### src/rtl/mem_arbiter_pkg.sv
// Shared types and defaults for mem_arbiter: FSM encodings, default limits,
// statistics counter width and small sizing/saturation helpers.
package mem_arbiter_pkg;

    typedef enum logic {
        S_CPU = 1'b0,
        S_DMA = 1'b1
    } arb_state_e;

    localparam int DEF_STARVE_LIMIT = 8;
    localparam int DEF_BURST_MAX    = 4;
    localparam int STAT_W           = 16;

    // Counter width able to hold 0..n-1, never narrower than one bit.
    function automatic int cnt_w(input int n);
        return (n > 1) ? $clog2(n) : 1;
    endfunction

    function automatic logic [STAT_W-1:0] sat_inc(input logic [STAT_W-1:0] v);
        if (v == {STAT_W{1'b1}}) begin
            return v;
        end else begin
            return v + STAT_W'(1);
        end
    endfunction

endpackage

### src/rtl/mem_arbiter_stats_counter.sv
// Saturating event counter used for arbitration statistics.
// Only present in builds with MEM_ARB_STATS_EN defined.
`ifdef MEM_ARB_STATS_EN
module arb_stats_counter
    import mem_arbiter_pkg::*;
(
    input  logic              i_clk,
    input  logic              i_rst,
    input  logic              i_inc,
    output logic [STAT_W-1:0] o_count
);

    // Count enabled cycles, holding at all-ones instead of wrapping.
    always_ff @(posedge i_clk or posedge i_rst) begin
        if (i_rst) begin
            o_count <= '0;
        end else if (i_inc) begin
            o_count <= sat_inc(o_count);
        end else begin
            o_count <= o_count;
        end
    end

endmodule
`endif

### src/rtl/mem_arbiter.sv
// Shares the processor memory port between the 6502 core and a DMA requester,
// stalling the core through cpu_rdy. Define MEM_ARB_STATS_EN for stall/grant counters.
module mem_arbiter
    import mem_arbiter_pkg::*;
#(
    parameter int ADDR_W       = 16,
    parameter int DATA_W       = 8,
    parameter int STARVE_LIMIT = DEF_STARVE_LIMIT,
    parameter int BURST_MAX    = DEF_BURST_MAX
) (
    input  logic              clk,
    input  logic              reset,
    input  logic [ADDR_W-1:0] cpu_address,
    input  logic [DATA_W-1:0] cpu_wr_data,
    input  logic              cpu_wr_enable,
    input  logic              cpu_halt,
    output logic [DATA_W-1:0] cpu_rd_data,
    output logic              cpu_rdy,
    input  logic              dma_req,
    input  logic [ADDR_W-1:0] dma_address,
    input  logic [DATA_W-1:0] dma_wr_data,
    input  logic              dma_wr_enable,
    output logic              dma_gnt,
    output logic [DATA_W-1:0] dma_rd_data,
    output logic [ADDR_W-1:0] mem_address,
    output logic [DATA_W-1:0] mem_wr_data,
    output logic              mem_wr_enable,
    input  logic [DATA_W-1:0] mem_rd_data
`ifdef MEM_ARB_STATS_EN
    ,
    output logic [STAT_W-1:0] stall_count,
    output logic [STAT_W-1:0] grant_count
`endif
);

    localparam int WAIT_W  = cnt_w(STARVE_LIMIT);
    localparam int BURST_W = cnt_w(BURST_MAX);
    localparam logic [WAIT_W-1:0]  WAIT_LAST  = WAIT_W'(STARVE_LIMIT - 1);
    localparam logic [BURST_W-1:0] BURST_LAST = BURST_W'(BURST_MAX - 1);

    arb_state_e         r_state;
    arb_state_e         w_state_nxt;
    logic [WAIT_W-1:0]  r_wait_cnt;
    logic [WAIT_W-1:0]  w_wait_nxt;
    logic [BURST_W-1:0] r_burst_cnt;
    logic [BURST_W-1:0] w_burst_nxt;
    logic               w_dma_own;

    // Ownership is gated by reset so a beat in flight is dropped immediately.
    assign w_dma_own = !reset && (r_state == S_DMA) && dma_req;

    // Route the owner onto the memory port; the non-owner's strobe never leaks.
    always_comb begin
        cpu_rd_data = mem_rd_data;
        dma_rd_data = mem_rd_data;
        dma_gnt     = w_dma_own;
        cpu_rdy     = !w_dma_own;
        if (w_dma_own) begin
            mem_address   = dma_address;
            mem_wr_data   = dma_wr_data;
            mem_wr_enable = dma_wr_enable;
        end else begin
            mem_address   = cpu_address;
            mem_wr_data   = cpu_wr_data;
            mem_wr_enable = cpu_wr_enable && !reset;
        end
    end

    // Next-state and counter update for the two-state arbiter.
    always_comb begin
        w_state_nxt = r_state;
        w_wait_nxt  = r_wait_cnt;
        w_burst_nxt = r_burst_cnt;
        case (r_state)
            S_CPU: begin
                if (dma_req && ((r_wait_cnt == WAIT_LAST) || cpu_halt)) begin
                    w_state_nxt = S_DMA;
                    w_wait_nxt  = '0;
                    w_burst_nxt = '0;
                end else if (dma_req) begin
                    w_wait_nxt = r_wait_cnt + WAIT_W'(1);
                end else begin
                    w_wait_nxt = '0;
                end
            end
            S_DMA: begin
                w_wait_nxt = '0;
                if (!dma_req) begin
                    w_state_nxt = S_CPU;
                end else if (!cpu_halt && (r_burst_cnt >= BURST_LAST)) begin
                    // Also catches a halt released after the count saturated.
                    w_state_nxt = S_CPU;
                end else if (r_burst_cnt != BURST_LAST) begin
                    w_burst_nxt = r_burst_cnt + BURST_W'(1);
                end else begin
                    w_burst_nxt = r_burst_cnt;
                end
            end
            default: begin
                w_state_nxt = S_CPU;
                w_wait_nxt  = '0;
                w_burst_nxt = '0;
            end
        endcase
    end

    // Arbiter state and counter registers.
    always_ff @(posedge clk or posedge reset) begin
        if (reset) begin
            r_state     <= S_CPU;
            r_wait_cnt  <= '0;
            r_burst_cnt <= '0;
        end else begin
            r_state     <= w_state_nxt;
            r_wait_cnt  <= w_wait_nxt;
            r_burst_cnt <= w_burst_nxt;
        end
    end

`ifdef MEM_ARB_STATS_EN
    arb_stats_counter u_stall_cnt (
        .i_clk   (clk),
        .i_rst   (reset),
        .i_inc   (w_dma_own),
        .o_count (stall_count)
    );

    arb_stats_counter u_grant_cnt (
        .i_clk   (clk),
        .i_rst   (reset),
        .i_inc   (w_dma_own),
        .o_count (grant_count)
    );
`endif

endmodule

### config.mk
export PLATFORM = sky130hd
export DESIGN_NAME = mem_arbiter
export DESIGN_NICKNAME = d
export VERILOG_FILES = /design/src/rtl/mem_arbiter_pkg.sv /design/src/rtl/mem_arbiter_stats_counter.sv /design/src/rtl/mem_arbiter.sv
export SDC_FILE = /design/constraint.sdc
export NUM_CORES = 1
export LEC_CHECK = 0
export CORE_MARGIN = 2
export CORE_UTILIZATION = 26
export DETAILED_ROUTE_END_ITERATION = 7
export PLACE_DENSITY = 0.81
export SKIP_LAST_GASP = 1
export SLEW_MARGIN = 20
export SYNTH_ARGS = -nofsm -noshare
export SYNTH_HDL_FRONTEND = slang
export SYNTH_SLANG_ARGS = --single-unit
### constraint.sdc
create_clock -name clk -period 1.8 [get_ports clk]
set_clock_uncertainty 0.15 [all_clocks]
set_input_delay 0.18 -clock clk [delete_from_list [all_inputs] [get_ports clk]]
set_output_delay 0.18 -clock clk [all_outputs]
set_load 0.01 [all_outputs]
# Word level (Yosys, flattened, before mapping)
# Index checks and enable logic that the tools add are counted.
word_totals:
  in_bits: 62
  ff_bits: 6
  output_inout_bits: 43
  wordCells: 38
classes:
  muxes: 15
  order_cmp: 1
  n_eq_ne: 6
  reduce_logical: 10
  n_bitwise: 1
  n_addsub: 2
op_table:
  columns: ["cell", "n"]
  rows:
  - ["$mux W16", 1]
  - ["$mux W2", 4]
  - ["$mux W8", 1]
  - ["$ne A2 B2 Y1 const B", 4]
  - ["$mux W3", 2]
  - ["$pmux W3 S2", 1]
  - ["$logic_and A1 B1 Y1", 5]
  - ["$mux W1", 4]
  - ["$pmux W2 S2", 1]
  - ["$reduce_and A4 Y1", 1]
  - ["$add A3 B1 Y3 const B", 1]
  - ["$eq A3 B3 Y1 const B", 1]
  - ["$logic_not A1 Y1", 3]
  - ["$add A2 B1 Y2 const B", 1]
  - ["$ge A2 B2 Y1 const B", 1]
  - ["$ne A2 B1 Y1 const B", 1]
  - ["$pmux W1 S2", 1]
  - ["$logic_or A1 B1 Y1", 1]
  - ["$not A1 Y1", 1]

# Depth between registers and ports, before layout
# Gate-level depths: netlist of the first run.
depth:
  depth_word: 5
  mapped_depth: 4
  mapped_depth_nobuf: 4

# Worst setup path after synthesis of the first run
# OpenSTA, ideal clock, no wires.
synth_timing:
  path_type: "reg-to-reg"
  from: "reg r_wait_cnt[0]"
  to: "reg r_state"
  period_less_slack_ps: 1347
  setup_ps: 124
  path_stages_with_launch: 5
  t_arrival_ps: 1073
  n_path_buf: 0
  setup_slack_ps: 453
  required_ps: 1526
  cell_sequence: "dfrtp_1 ha_1 ha_1 nor2b_1 o31a_1"
synth_between:
  elab_chain_len: 5
synth_lines:
  columns: ["item", "line_no", "rtl"]
  rows:
  - ["start, declared", "mem_arbiter.sv:43", "logic [WAIT_W-1:0] r_wait_cnt;"]
  - ["start signal, assigned", "mem_arbiter.sv:115", "r_wait_cnt <= w_wait_nxt;"]
  - ["$eq A3 B3 Y1", "mem_arbiter.sv:76", "if (dma_req && ((r_wait_cnt == WAIT_LAST) || cpu_halt)) begin"]
  - ["$logic_or A1 B1 Y1", "mem_arbiter.sv:76", null]
  - ["$logic_and A1 B1 Y1", "mem_arbiter.sv:76", null]
  - ["$mux W1", "mem_arbiter.sv:76", null]
  - ["$pmux W1 S2", "mem_arbiter.sv:74", "case (r_state)"]
  - ["via w_state_nxt", "mem_arbiter.sv:42", "arb_state_e w_state_nxt;"]
  - ["end signal, assigned", "mem_arbiter.sv:114", "r_state <= w_state_nxt;"]
  - ["end, declared", "mem_arbiter.sv:41", "arb_state_e r_state;"]
# The timed path passes the listed nets, and every way through them passes these cells.
# A chain may end at the register's enable or synchronous reset.

# Final worst setup path of the first run
layout_timing:
  from: "reg r_state"
  to: "out mem_address[5]"
layout_between:
  elab_chain_len: 3
layout_lines:
  columns: ["item", "line_no", "rtl"]
  rows:
  - ["$logic_and A1 B1 Y1 (2 in a row)", "mem_arbiter.sv:50", "assign w_dma_own = !reset && (r_state == S_DMA) && dma_req;"]
  - ["$mux W16", "mem_arbiter.sv:58", "if (w_dma_own) begin"]
  - ["end, declared", "mem_arbiter.sv:25", "output logic [ADDR_W-1:0] mem_address,"]
# Every way passes these cells.

==> flow_summary.ini, run 1 <==
[detailed_routing]
drt_wl_total_um = 3180
drt.antenna.violating_nets = 0
num_vias = 837
dr.pass1.iters = 3
viasPerCell = 4.34
drcViolationCount = 0
first_iter_violations = 3
routedWlPerCell_um = 16.5

[setup_path]
critPathKind = register to output pin
startpoint_type = register
cp.arrival_ns = 1.52
crit_fanout = 8
cp.required_ns = 1.47
ff2ff_setup_slack_ns = 0.33
setup.worst_path.end_class = output pin

[global_route]
grt_pass1_vias = 832
grt_antenna_before_repair = 0
grtUsageTotal = 0.150
grt_max_degree = 11
grt_overflow = 0
grt_pass1_wl_um = 4070

[cts]
clk_latency_ns = 0.24
path_clk_slew_ns = 0.04
htreeDepth = 1
clock-sinks = 6
cts_tree = done
clockBufferDepth = 2
root_buffer = clkbuf_4
cts_buffers = 3

[logic_synthesis]
syn_area_um2 = 833
ys_seq_area_frac = 0.180
synth_cell_type_count = 21
synthXorXnorAreaFrac = 0
synth-simple-area-share = 0.116
synth_warnings = 0
synth.area.top_cells = mux2_4 32%, dfrtp_1 18%, buf_4 15%
synthMuxAreaShare = 0.405
syn_inst = 73
synth_adder_area_share = 0.0450
synth_top_area_share = 0.324
synth-seq-cells = 6
syn-num-nets = 138
synth_top_family_by_area = multiplexers
yosysTopAreaCell = mux2_4
synth_compound_area_frac = 0.0586
avgSynthCellArea_um2 = 11.4

[timing]
setup-violations-final = 8
slew_viol_final = 0
fmaxAchievable_ghz = 0.541
worst_slack_ns = -0.0494
relSlewSlack = 0.792
period_needed_ns = 1.85
worst_pin_slew_ns = 0.310
hold_violations = 0
rsz0062_at_grt = yes
final.setup.tns_ns = -0.328
post-route-period-util = 1.03

[job]
max-cap-violations = 0

[die]
die-area_um2 = 3670
die_width_um = 60.6
pin_count = 105
die_h_um = 60.6
floorplan.initialDensity = 0.273
core-area_um2 = 3050
rows = 20

[finish]
final_util = 0.555
finish.net_count = 216
synthToLayoutAreaGrowth_pct = 103
drive_gt1_frac = 0.436
diodes = 0

[run_status]
status = finished, violations left
violations = setup timing

[place]
port_buffers = 80
gp_congestion = 0.678
hpwl_um = 2530

[pwr]
leakagePower_nw = 0.883
p_per_area_nw_per_um2 = 385
ir_worst_vdd_uv = 236
finalPower_mw = 0.652

[worst_hold_path]
hp-class = input port to output pin
## worst paths after layout
| path | startpoint | end | depth (start not counted) |
|---|---|---|---|
| max | r_state | mem_address[5] | 5 |
| min | mem_rd_data[3] | cpu_rd_data[3] | 0 |
| max reg2reg | r_wait_cnt[0] | r_burst_cnt[1] | 4 |
| min reg2reg | r_burst_cnt[1] | r_burst_cnt[1] | 1 |
| max in group asynchronous | reset | r_state | 4 |
| min in group asynchronous | reset | r_burst_cnt[0] | 4 |
## cells by family after synthesis
logic type / Yosys count
buf+inv: 22
mux: 24
flops: 6
fa+ha+maj: 3
simple gates: 12
compound gates: 6
## cell usage in the layout (no fill, tap or decap), types with 4 or more instances in the layout
| master | synthesis | routed |
|---|---|---|
| clkbuf_2 | 0 | 6 |
| dlygate4sd2_1 | 0 | 4 |
| buf_6 | 2 | 17 |
| buf_2 | 1 | 6 |
| and3_1 | 4 | 4 |
| mux2_2 | 6 | 4 |
| mux2_4 | 18 | 20 |
| dfrtp_1 | 6 | 6 |
| clkdlybuf4s50_1 | 0 | 51 |
## sequential cells by signal (all words and copies together), names as in the netlist
| register | flops |
|---|---|
| r_burst_cnt | 2 |
| r_state | 1 |
| r_wait_cnt | 3 |
## stage by stage
stage / hold slack, ns / cells / worst slack [ns] / area [um^2]
6_report: 0.210 / 193 / -0.0494 / 1700
5_1_grt: 0.210 / 193 / -0.109 / 1700
4_1_cts: 0.210 / 192 / -0.104 / 1610
3_5_place_dp: 0.210 / 182 / -0.397 / 1600
3_3_place_gp: 0.210 / 182 / -0.378 / 1600
2_1_floorplan: -0.179 / 73 / 0.453 / 833
## power breakdown
| part | total, mW | switching, mW | internal (mW) |
|---|---|---|---|
| clock | 0.125 | 0.0496 | 0.0755 |
| combinational | 0.361 | 0.113 | 0.248 |
| sequential | 0.166 | 0.0144 | 0.151 |
| total | 0.652 | 0.177 | 0.475 |
## synth_stat cells
master and instances:
inv_1 2, nor4bb_1 1, ha_1 3, a211o_1 2
buf_4 17, dfrtp_1 6, o31a_1 1, mux2_2 6
buf_6 2, nand3_1 1, buf_2 1, a21oi_1 1
and3b_1 1, nor3_1 1, a21bo_2 1, and4b_1 1
nor2b_1 2, nand3b_4 1, and3_1 4, o31ai_1 1
mux2_4 18
## what timing repair did
action / in CTS / in global routing
hold buffers: 1 / 0
gates cloned: 1 / 1
setup endpoints to repair: 27 / 19
endpoints found under the hold margin: 6 / 0
pin swaps: 1 / 1
resized for setup: 70 / 47
setup buffers: 5 / 0
## worst max-delay path, cell delays in order (launching register included)
cell and delay [ns]:
dfrtp_1 0.39, nand3b_4 0.17, buf_16 0.19, buf_6 0.11
mux2_4 0.29, buf_6 0.13
## area by class of cell
class                           count  area, um^2
Multi-Input combinational cell     45         528
Timing Repair Buffer               93         932
Tap cell                           44        55.1
Fill cell                         280        1360
Sequential cell                     6         150
Inverter                            2        7.51
Clock buffer                        3        22.5
## routing by layer
layer  vias up  GRT usage  wire length, um
met3         4     0.0405              291
met4         0     0.0466               51
met1       382      0.147             1010
met5         -          0                0
li1        400          -                -
met2        51      0.298             1830
No activity file was read; power rests on OpenSTA's default activity.
==> run 2, diff against run 1 <==
--- a/config.mk
+++ b/config.mk
@@ -7,10 +7,10 @@
 export LEC_CHECK = 0
 export CORE_MARGIN = 2
 export CORE_UTILIZATION = 26
+export CTS_CLUSTER_SIZE = 28
 export DETAILED_ROUTE_END_ITERATION = 7
 export PLACE_DENSITY = 0.81
 export SKIP_LAST_GASP = 1
-export SLEW_MARGIN = 20
 export SYNTH_ARGS = -nofsm -noshare
 export SYNTH_HDL_FRONTEND = slang
 export SYNTH_SLANG_ARGS = --single-unit
==> results of run 2 <==
The final DEF is identical to that of run 1; final timing and power are the same.
==> run 3, diff against run 2 <==
--- a/config.mk
+++ b/config.mk
@@ -9,6 +9,7 @@
 export CORE_UTILIZATION = 26
 export CTS_CLUSTER_SIZE = 28
 export DETAILED_ROUTE_END_ITERATION = 7
+export GPL_ROUTABILITY_DRIVEN = 0
 export PLACE_DENSITY = 0.81
 export SKIP_LAST_GASP = 1
 export SYNTH_ARGS = -nofsm -noshare
==> results of run 3 <==
The final DEF is identical to that of run 1; final timing and power are the same.
